<file path="src/rtl/dds_sweep_ctrl.sv">
// DDS sweep controller: config register file, phase accumulator and tone/sweep FSM.
// Emits the phase word for the sine lookup, with a programmable offset added.
module dds_sweep_ctrl #(
  parameter int unsigned ACC_W   = 16,
  parameter int unsigned PHASE_W = 14
) (
  input  logic               clk_i,
  input  logic               rst_ni,
  input  logic               ena_i,
  input  logic               wr_en_i,
  input  logic [2:0]         wr_addr_i,
  input  logic [7:0]         wr_data_i,
  input  logic               start_i,
  input  logic               stop_i,
  output logic [PHASE_W-1:0] phase_out_o,
  output logic               busy_o,
  output logic               done_o
);

  typedef enum logic [1:0] {StIdle, StTone, StSweep, StDone} state_e;

  // Config register file
  logic [ACC_W-1:0] ftw_start_q, ftw_stop_q;
  logic [7:0]       step_q, dwell_q, pofs_q;
  logic [1:0]       ctrl_q;

  // Datapath / FSM state
  state_e           state_q, state_d;
  logic [ACC_W-1:0] acc_q, acc_d;
  logic [ACC_W-1:0] ftw_cur_q, ftw_cur_d;
  logic [7:0]       dwell_cnt_q, dwell_cnt_d;

  logic [ACC_W:0]   step_sum;
  logic             mode_sweep, loop_en;

  assign mode_sweep = ctrl_q[0];
  assign loop_en    = ctrl_q[1];

  always_ff @(posedge clk_i or negedge rst_ni) begin
    if (!rst_ni) begin
      ftw_start_q <= '0;
      ftw_stop_q  <= '0;
      step_q      <= '0;
      dwell_q     <= '0;
      ctrl_q      <= '0;
      pofs_q      <= '0;
    end else if (wr_en_i) begin
      unique case (wr_addr_i)
        3'd0:    ftw_start_q[7:0]       <= wr_data_i;
        3'd1:    ftw_start_q[ACC_W-1:8] <= wr_data_i[ACC_W-9:0];
        3'd2:    ftw_stop_q[7:0]        <= wr_data_i;
        3'd3:    ftw_stop_q[ACC_W-1:8]  <= wr_data_i[ACC_W-9:0];
        3'd4:    step_q                 <= wr_data_i;
        3'd5:    dwell_q                <= wr_data_i;
        3'd6:    ctrl_q                 <= wr_data_i[1:0];
        default: pofs_q                 <= wr_data_i;
      endcase
    end
  end

  always_ff @(posedge clk_i or negedge rst_ni) begin
    if (!rst_ni) begin
      state_q     <= StIdle;
      acc_q       <= '0;
      ftw_cur_q   <= '0;
      dwell_cnt_q <= '0;
    end else begin
      state_q     <= state_d;
      acc_q       <= acc_d;
      ftw_cur_q   <= ftw_cur_d;
      dwell_cnt_q <= dwell_cnt_d;
    end
  end

  // Extra MSB keeps the step sum from wrapping before the clamp compare.
  assign step_sum = {1'b0, ftw_cur_q} + {{(ACC_W-7){1'b0}}, step_q};

  always_comb begin
    state_d     = state_q;
    acc_d       = acc_q;
    ftw_cur_d   = ftw_cur_q;
    dwell_cnt_d = dwell_cnt_q;
    if (ena_i) begin
      if (stop_i) begin
        state_d = StIdle;
        acc_d   = '0;
      end else if (start_i) begin
        acc_d       = '0;
        ftw_cur_d   = ftw_start_q;
        dwell_cnt_d = '0;
        state_d     = mode_sweep ? StSweep : StTone;
      end else begin
        unique case (state_q)
          StIdle: begin
            acc_d = acc_q;
          end
          StTone: begin
            acc_d = acc_q + ftw_start_q;
          end
          StSweep: begin
            acc_d = acc_q + ftw_cur_q;
            if (dwell_cnt_q == dwell_q) begin
              dwell_cnt_d = '0;
              if (ftw_cur_q >= ftw_stop_q) begin
                if (loop_en) ftw_cur_d = ftw_start_q;
                else         state_d   = StDone;
              end else if (step_sum > {1'b0, ftw_stop_q}) begin
                ftw_cur_d = ftw_stop_q;
              end else begin
                ftw_cur_d = step_sum[ACC_W-1:0];
              end
            end else begin
              dwell_cnt_d = dwell_cnt_q + 8'd1;
            end
          end
          StDone: begin
            acc_d = acc_q + ftw_cur_q;
          end
          default: begin
            state_d = StIdle;
          end
        endcase
      end
    end
  end

  assign phase_out_o = acc_q[ACC_W-1 -: PHASE_W] + {pofs_q, {(PHASE_W-8){1'b0}}};
  assign busy_o      = (state_q == StTone) || (state_q == StSweep);
  assign done_o      = (state_q == StDone);

endmodule

</file>
<file path="config.mk">
export PLATFORM = sky130hd
export DESIGN_NAME = dds_sweep_ctrl
export DESIGN_NICKNAME = d
export VERILOG_FILES = /design/src/rtl/dds_sweep_ctrl.sv
export SDC_FILE = /design/constraint.sdc
export NUM_CORES = 1
export LEC_CHECK = 0
export ABC_CLOCK_PERIOD_IN_PS = 6000
export BUFFER_PORTS_ARGS = -buffer_cell sky130_fd_sc_hd__buf_2
export CORE_UTILIZATION = 40
export CTS_CLUSTER_DIAMETER = 100
export CTS_CLUSTER_SIZE = 16
export DETAILED_ROUTE_END_ITERATION = 7
export PLACE_DENSITY_LB_ADDON = 0.15
export SYNTH_ARGS = -nofsm -noshare
export SYNTH_HDL_FRONTEND = slang
export SYNTH_SLANG_ARGS = --single-unit
export TNS_END_PERCENT = 100
</file>
<file path="constraint.sdc">
create_clock -name clk_i -period 6 [get_ports clk_i]
set_clock_uncertainty 0.05 [all_clocks]
set_input_delay 1.2 -clock clk_i [delete_from_list [all_inputs] [get_ports clk_i]]
set_output_delay 1.2 -clock clk_i [all_outputs]
set_load 0.005 [all_outputs]
</file>
==> flow_summary.yaml, run 1 <==
outcome:
  status: "finished, final reports clean"
routing:
  wl_per_cell_um: 18.4
  firstDrtPassIters: 5
  top_layer: "met4"
  antenna_left: 0
  via_count: 4827
  drt-initial-drc-count: 259
  wl_met3_um: 729
  viasPerCell: 5.41
  met1Wirelength_mm: 8.08
  drc: 0
  wl_mm: 16.4
  dr_wl_met2_mm: 7.39
die:
  initial_utilization: 0.411
  coreArea_mm2: 0.0166
  io_pins: 33
  rows: 47
  die_x_um: 133
  die_area_mm2: 0.0176
  die_y_um: 133
synthesis:
  synthFlopType: "dfrtp_1"
  synth_top_family_by_area: "multiplexers"
  synth-edff-count: 0
  yosysSeqAreaShare: 0.365
  syn-num-nets: 726
  synth-async-reset-ratio: 1.00
  synth-simple-area-share: 0.0987
  syn-cell-area_mm2: 0.00685
  synth_fa_ha_area_frac: 0.129
  syn-mean-instance-area_um2: 10.7
  synth_top_cell_by_area: "dfrtp_1"
  synth_xor_area_frac: 0.0524
  synth_compound_area_frac: 0.126
  yosysWarningCount: 0
  ys_top_cells_by_area: "dfrtp_1 37%, mux2_2 14%, ha_1 12%"
  synth.mux.area_fraction: 0.192
  ys_types: 60
  syn_inst: 640
  synth_seq_cells: 100
  synth_top_area_share: 0.365
clocking:
  post_cts_buffers: 0
  cts_made_buffers: 9
  path_clk_slew_ns: 0.07
  cts.sinks: 100
  clk_latency_ns: 0.35
  clock_path_buffers: 2
  cts_max_level: 3
  cts-root-buf: "clkbuf_16"
  cts_resized: 0
  tritoncts: "built"
  ctsHoldBuffers: 0
setup_path:
  setup.worst_path.class: "flip-flop to flip-flop"
  critPathBufInv: 0
  crit_slowest_cell: "fa_1"
  critPathMaxStageDelay_ns: 0.43
  timing.reg2reg.setup_slack_ns: 1.67
  worst_setup_path_end_kind: "flip-flop"
  reg2reg_from: "step_q[0]"
  r2r_cells: 16
  critPathRequiredTime_ns: 6.19
  crit_path_start_kind: "flip-flop"
  cp.arrival_ns: 4.52
  r2r-end: "ftw_cur_q[5]"
  cp_max_fo: 16
  path_delay_family: "compound AO/OA/AOI/OAI gates"
  critical_path.cell_chain: "ha_1, fa_1, a21o_1, a211oi_2, o21ai_2, nand4_1, xnor2_1, ha_1, a21oi_1, nor2b_1, o21ai_0, o2111ai_2, o2bb2ai_4, mux2_1, mux2_2, mux2_2"
sta:
  finalCritPeriodShare: 0.722
  slew_violations: 0
  period_needed_ns: 4.33
  setup_viol: 0
  fmax_ghz: 0.231
  relSlewSlack: 0.310
  fin_tns_setup_ns: 0
  hold_viol: 0
  rsz0062_at_grt: "no"
  worstMarginPinSlew_ns: 1.03
power_and_ir_drop:
  ir_worst_vdd_mv: 0.240
  power.total_mw: 3.55
  leakage_nw: 3.45
  p_per_area_mw_per_mm2: 472
placed_design:
  port_buffers: 32
  gp_congestion: 0.861
  place_hpwl_mm: 12.2
hold_path:
  hold_depth: 1
  hp-class: "flip-flop to flip-flop"
  hold-path-endpoint: "ftw_start_q[8]"
  min_from: "ftw_start_q[8]"
cells_and_area:
  nets: 753
  antenna_cells: 0
  drive_gt1_frac: 0.241
  area_delta_synth_final_pct: 10.0
global_route:
  grt_max_degree: 55
  grt_pass1_vias: 4739
  antenna_found_initial: 1
  grt_remaining_overflow: 0
  grt_pass1_wl_mm: 26.4
  grt.total_usage: 0.197
job:
  cap_violations: 0
-- where the power goes --
part	switching (mW)	internal (mW)	total (mW)
combinational	0.952	0.962	1.91
clock	0.265	0.364	0.629
sequential	0.175	0.837	1.01
total	1.39	2.16	3.55
-- cells in the mapped netlist, drive strengths merged, types with 10 or more instances --
cell	instances
xor2	11
mux2	111
a21oi	26
o21ai	47
nor2	25
nand2	39
xnor2	30
a21o	12
nand2b	12
dfrtp	100
clkbuf	10
nand4	10
nor3	11
ha	66
inv	37
-- flip-flops by register name (all words and copies together) (netlist names) --
signal,count
ctrl_q,2
dwell_q,8
pofs_q,8
state_q,2
ftw_stop_q,16
acc_q,16
dwell_cnt_q,8
ftw_start_q,16
ftw_cur_q,16
step_q,8
-- layout make-up --
type                    count  area (um2)
clock inverters             7        91.3
inverters                  37         139
multi-input cells         484        4120
well taps                 220         275
flip-flops and latches    100        2500
clock buffers               9         225
fillers                  1566        9110
repair buffers             35         185
-- per-stage QoR --
step                      utilization  hold WS [ns]  instance area (um2)  worst slack [ns]  cells
after floorplan                     -         0.419                 6850              2.08    640
after global placement          0.434         0.443                 7220              1.69    876
after detailed placement        0.434         0.446                 7220              1.72    876
after CTS                       0.453         0.462                 7530              1.67    892
after global routing            0.453         0.478                 7530              1.40    892
final                           0.453         0.458                 7530              1.67    892
-- kinds of logic (layout without fill, tap and decap cells) --
family                     Yosys count  after routing
AOI/OAI and AO/OA                  128            128
xor gates and xnor gates            41             41
adders and majority gates           69             69
buffers and inverters               56             88
DFF                                100            100
muxes                              114            114
and+or+nand+nor                    132            132
-- layer usage --
metal,global-route usage,up-vias
met5,0,-
met4,0.0485,0
met3,0.0284,10
met2,0.304,55
met1,0.288,2389
li1,-,2373
-- worst register-to-register path, cell delays in order, from the launching register on --
cell	delay, ns
dfrtp_1	0.38
ha_1	0.23
fa_1	0.43
a21o_1	0.22
a211oi_2	0.31
o21ai_2	0.17
nand4_1	0.14
xnor2_1	0.17
ha_1	0.30
a21oi_1	0.16
nor2b_1	0.05
o21ai_0	0.19
o2111ai_2	0.18
o2bb2ai_4	0.34
mux2_1	0.40
mux2_2	0.26
mux2_2	0.26
-- layout by cell type (no fill, tap or decap), types with 4 or more instances in the layout --
cell type	netlist	final
a21o_1	12	12
a21oi_1	24	24
a31oi_1	5	5
and3_1	7	7
buf_2	1	31
buf_4	7	4
clkbuf_16	0	9
dfrtp_1	100	100
ha_1	66	66
inv_1	37	37
mux2_1	18	18
mux2_2	84	84
mux2_4	9	9
nand2_1	38	38
nand2b_1	12	12
nand3_1	7	7
nand4_1	10	10
nor2_1	24	24
nor2b_1	4	4
nor3_1	11	9
o211ai_1	6	6
o21a_1	6	6
o21ai_0	27	27
o21ai_1	19	19
o21bai_1	5	5
xnor2_1	30	30
xor2_1	11	11
-- worst max path at each step --
stage              start            end  cells past startpoint
6_report       step_q[0]   ftw_cur_q[5]                     16
5_1_grt        step_q[0]   ftw_cur_q[4]                     16
4_1_cts        step_q[0]   ftw_cur_q[4]                     16
3_5_place_dp   step_q[0]   ftw_cur_q[5]                     16
3_3_place_gp   step_q[0]   ftw_cur_q[2]                     16
2_1_floorplan  step_q[0]  ftw_cur_q[10]                     17
(Power assumes the default switching activity.)
==> inputs of run 2 (changes only) <==
--- a/config.mk
+++ b/config.mk
@@ -5,7 +5,7 @@
 export SDC_FILE = /design/constraint.sdc
 export NUM_CORES = 1
 export LEC_CHECK = 0
-export ABC_CLOCK_PERIOD_IN_PS = 6000
+export ABC_CLOCK_PERIOD_IN_PS = 4200
 export BUFFER_PORTS_ARGS = -buffer_cell sky130_fd_sc_hd__buf_2
 export CORE_UTILIZATION = 40
 export CTS_CLUSTER_DIAMETER = 100
==> constraint.sdc (replaced) <==
create_clock -name clk_i -period 4.2 [get_ports clk_i]
set_clock_uncertainty 0.05 [all_clocks]
set_input_delay 0.84 -clock clk_i [delete_from_list [all_inputs] [get_ports clk_i]]
set_output_delay 0.84 -clock clk_i [all_outputs]
set_load 0.005 [all_outputs]
==> flow_summary.yaml, run 2 (synthesis results as in run 1) <==
outcome:
  status: "finished, final reports clean"
placed_design:
  place_hpwl_mm: 12.5
  port_buffers: 32
  dp_cells: 883
  dp_slack_ns: -0.0222
  gp_congestion: 0.851
die:
  die_area_mm2: 0.0176
  rows: 47
  initial_utilization: 0.411
  io_pins: 33
  die_x_um: 133
  die_y_um: 133
  coreArea_mm2: 0.0166
power_and_ir_drop:
  power.total_mw: 5.27
  p_per_area_mw_per_mm2: 688
  leakage_nw: 3.51
  ir_worst_vdd_mv: 0.283
sta:
  worstMarginPinSlew_ns: 1.04
  fin_ws_ns: 0.132
  rsz0062_at_grt: "yes"
  fin_tns_setup_ns: 0
  slew_violations: 0
  finalCritPeriodShare: 0.969
  relSlewSlack: 0.303
  hold_viol: 0
  setup_viol: 0
  fmax_ghz: 0.246
  period_needed_ns: 4.07
setup_path:
  cp_max_fo: 8
  crit_path_start_kind: "flip-flop"
  worst_setup_path_end_kind: "flip-flop"
  cp.arrival_ns: 4.25
  setup.worst_path.class: "flip-flop to flip-flop"
  critPathRequiredTime_ns: 4.38
clocking:
  cts.sinks: 100
  path_clk_slew_ns: 0.07
  clk_latency_ns: 0.36
  cts-root-buf: "clkbuf_16"
  clock_path_buffers: 2
  tritoncts: "built"
  cts_made_buffers: 9
  cts_max_level: 3
routing:
  firstDrtPassIters: 4
  wl_mm: 16.8
  drc: 0
  wl_per_cell_um: 18.6
  antenna_left: 0
  via_count: 4869
  drt-initial-drc-count: 276
  viasPerCell: 5.40
cells_and_area:
  layout_common_cells: "100 x dfrtp_1, 83 x mux2_2, 65 x ha_1, 38 x nand2_1, 37 x inv_1"
  regArea_mm2: 0.00250
  area_delta_synth_final_pct: 11.9
  fill_cells: 1545
  drive_gt1_frac: 0.260
  multi_input_area_mm2: 0.00419
  nets: 763
  final_common_cell: "dfrtp_1"
  antenna_cells: 0
  fin_cells: 902
global_route:
  antenna_found_initial: 0
  grt.total_usage: 0.203
  grt_max_degree: 80
  grt_pass1_wl_mm: 27.3
  grt_pass1_vias: 4965
  grt_remaining_overflow: 0
job:
  cap_violations: 0
hold_path:
  hp-class: "flip-flop to flip-flop"
[run 2: cell count changes in the layout (fill, tap and decap cells not counted), sizes merged]
cell / previous run / this run
buf: 35 / 44
bufinv: 2 / 1
clkbuf: 9 / 10
clkinv: 4 / 3
clkinvlp: 1 / 0
inv: 37 / 39
o2bb2ai: 1 / 2
[run 2: stage by stage]
stage / hold WS (ns) / cell area [um2] / utilization
after floorplan: 0.419 / 6850 / -
after CTS: 0.462 / 7600 / 0.457
after detailed placement: 0.444 / 7260 / 0.436
after global placement: 0.444 / 7260 / 0.436
after global routing: 0.478 / 7660 / 0.460
final: 0.460 / 7660 / 0.460
[run 2: final cells by class]
type | instances | share of cell area
clock buffer | 10 | 0.0312
clock inverter | 6 | 0.00898
inverter | 37 | 0.0181
multi-input combinational | 485 | 0.546
sequential | 100 | 0.327
tap | 220 | 0.0359
timing repair buffer | 44 | 0.0330
[run 2: power by group]
part / leakage (nW) / switching (mW) / internal (mW) / total (mW)
logic: 2.11 / 1.44 / 1.50 / 2.94
clock network: 0.155 / 0.388 / 0.484 / 0.872
registers: 1.25 / 0.259 / 1.20 / 1.45
[run 2: path summary, 6_finish.rpt]
check	start	endpoint	slack [ns]	cells past startpoint
setup / recovery	step_q[0]	ftw_cur_q[5]	0.13	16
hold / removal	acc_q[2]	acc_q[2]	0.46	2
setup reg to reg	step_q[0]	ftw_cur_q[5]	0.13	16
hold reg to reg	acc_q[2]	acc_q[2]	0.46	2
max in group asynchronous	rst_ni	acc_q[15]	2.57	2
min in group asynchronous	rst_ni	ftw_stop_q[4]	0.63	1
[run 2: layer usage]
| layer | vias up | share of wire | global-route usage |
|---|---|---|---|
| li1 | 2391 | - | - |
| met1 | 2413 | 0.49 | 0.286 |
| met2 | 55 | 0.47 | 0.317 |
| met3 | 10 | 0.032 | 0.0410 |
| met4 | 0 | 0.012 | 0.0498 |
| met5 | - | 0 | 0 |
[run 2: worst max-delay path: stages, from the launching register on]
cell and delay (ns):
dfrtp_1 0.38, ha_2 0.21, fa_2 0.36, a21o_1 0.19, a211oi_2 0.26, nor2_1 0.08
nor2_1 0.11, xnor2_1 0.16, ha_1 0.28, a21o_1 0.18, a21o_1 0.18, a21oi_2 0.17
o2111ai_4 0.19, o2bb2ai_4 0.28, mux2_4 0.33, mux2_2 0.26, mux2_4 0.27
[run 2: repair_timing]
item                       4_1_cts  5_1_grt
resized for setup                3       10
pin swaps                        2        7
hold buffers                     0        0
setup endpoints to repair       15       16
cloned                           1        0
buffers inserted                 0        2
==> inputs of run 3 (changes only) <==
==> constraint.sdc (replaced) <==
create_clock -name clk_i -period 4.2 [get_ports clk_i]
set_clock_uncertainty 0.05 [all_clocks]
set_input_delay 0.42 -clock clk_i [delete_from_list [all_inputs] [get_ports clk_i]]
set_output_delay 0.42 -clock clk_i [all_outputs]
set_load 0.005 [all_outputs]
==> flow_summary.yaml, run 3 (synthesis results as in run 1) <==
outcome:
  status: "finished, final reports clean"
die:
  io_pins: 33
  die_y_um: 133
  rows: 47
  die_x_um: 133
  initial_utilization: 0.411
  coreArea_mm2: 0.0166
  die_area_mm2: 0.0176
routing:
  wl_per_cell_um: 18.5
  via_count: 4916
  wl_mm: 16.8
  drc: 0
  firstDrtPassIters: 4
  viasPerCell: 5.42
  drt-initial-drc-count: 231
  antenna_left: 0
placed_design:
  gp_congestion: 0.873
  dp_cells: 887
  dp_slack_ns: 0.0400
  place_hpwl_mm: 12.4
  placed_cell_area_mm2: 0.00729
  port_buffers: 32
clocking:
  cts_made_buffers: 9
  clock_path_buffers: 2
  tritoncts: "built"
  cts-root-buf: "clkbuf_16"
  clk_latency_ns: 0.36
  cts_max_level: 3
  cts.sinks: 100
  path_clk_slew_ns: 0.07
setup_path:
  critical_path.cell_chain: "ha_4, nand2_1, o211ai_1, a41oi_1, buf_4, nand2b_1, xnor2_1, ha_1, nand4_1, buf_4, o2111ai_4, o2bb2ai_4, mux2_1, mux2_2, mux2_2"
  reg2reg_from: "ftw_cur_q[3]"
  cp.arrival_ns: 4.22
  crit_slowest_cell: "dfrtp_1"
  timing.reg2reg.setup_slack_ns: 0.17
  critPathRequiredTime_ns: 4.39
  cp_max_fo: 8
  critPathMaxStageDelay_ns: 0.44
  worst_setup_path_end_kind: "flip-flop"
  cp-startpoint: "ftw_cur_q[3]"
  setup.worst_path.class: "flip-flop to flip-flop"
  crit_path_start_kind: "flip-flop"
sta:
  fin_tns_setup_ns: 0
  slew_violations: 0
  hold_viol: 0
  finalCritPeriodShare: 0.959
  hold-worst-slack_ns: 0.257
  setup_viol: 0
  fin_ws_ns: 0.172
  period_needed_ns: 4.03
  rsz0062_at_grt: "yes"
  worstMarginPinSlew_ns: 0.934
  relSlewSlack: 0.374
  fmax_ghz: 0.248
power_and_ir_drop:
  power.total_mw: 5.32
  ir_worst_vdd_mv: 0.345
  p_per_area_mw_per_mm2: 690
  leakage_nw: 3.53
cells_and_area:
  post-route-cell-area_mm2: 0.00771
  fin_cells: 907
  final_common_cell: "dfrtp_1"
  layout.core_utilization: 0.464
  layout_common_cells: "100 x dfrtp_1, 84 x mux2_2, 63 x ha_1, 38 x nand2_1, 37 x inv_1"
  area_delta_synth_final_pct: 12.7
  fill_cells: 1534
  antenna_cells: 0
  drive_gt1_frac: 0.268
  nets: 768
global_route:
  grt_max_degree: 35
  grt.total_usage: 0.199
  top_usage_layer: "met1"
  use_met3: 0.0222
  grt_pass1_wl_mm: 26.9
  grt_remaining_overflow: 0
  grt_pass1_vias: 4867
  antenna_found_initial: 0
  gr-usage-met2: 0.298
  met1_usage: 0.299
hold_path:
  min_from: "ena_i"
  hp-class: "primary input to flip-flop"
job:
  cap_violations: 0
[run 3: what timing repair did]
action	in CTS	in global routing
setup endpoints to repair	0	16
hold buffers	1	0
hold endpoints to repair	32	0
gates resized for setup	0	18
setup buffers	0	2
[run 3: report_power, final]
| group | switching [mW] | total (mW) | internal (mW) |
|---|---|---|---|
| Clock | 0.382 | 0.844 | 0.463 |
| Combinational | 1.46 | 3.04 | 1.58 |
| Sequential | 0.249 | 1.44 | 1.20 |
| Total | 2.09 | 5.32 | 3.23 |
[run 3: critical path: cells and delay by family (launching register included)]
kind | cells | cell delay, ns
xor+xnor | 1 | 0.16
flops | 1 | 0.44
mux | 3 | 0.87
simple gates | 3 | 0.42
compound gates | 4 | 0.97
fa+ha+maj | 2 | 0.61
buf+inv | 2 | 0.39
[run 3: cell type report]
type,instances,area (um2),share of cell area
clock buffer,10,229,0.0297
multi-input combinational,485,4210,0.546
sequential,100,2500,0.324
inverter,37,139,0.0180
timing repair buffer,49,293,0.0380
tap,220,275,0.0357
clock inverter,6,62.6,0.00811
[run 3: worst paths after layout]
check / to / depth (start not counted)
max: ftw_cur_q[15] / 15
min: state_q[0] / 2
max reg2reg: ftw_cur_q[15] / 15
min reg2reg: ftw_start_q[15] / 1
max in group asynchronous: ctrl_q[1] / 3
min in group asynchronous: ftw_stop_q[4] / 2
[run 3: per-layer routing]
layer | up-vias | routed length [um]
met3 | 13 | 666
met4 | 0 | 237
met5 | - | 0
li1 | 2402 | -
met2 | 57 | 7660
met1 | 2444 | 8250
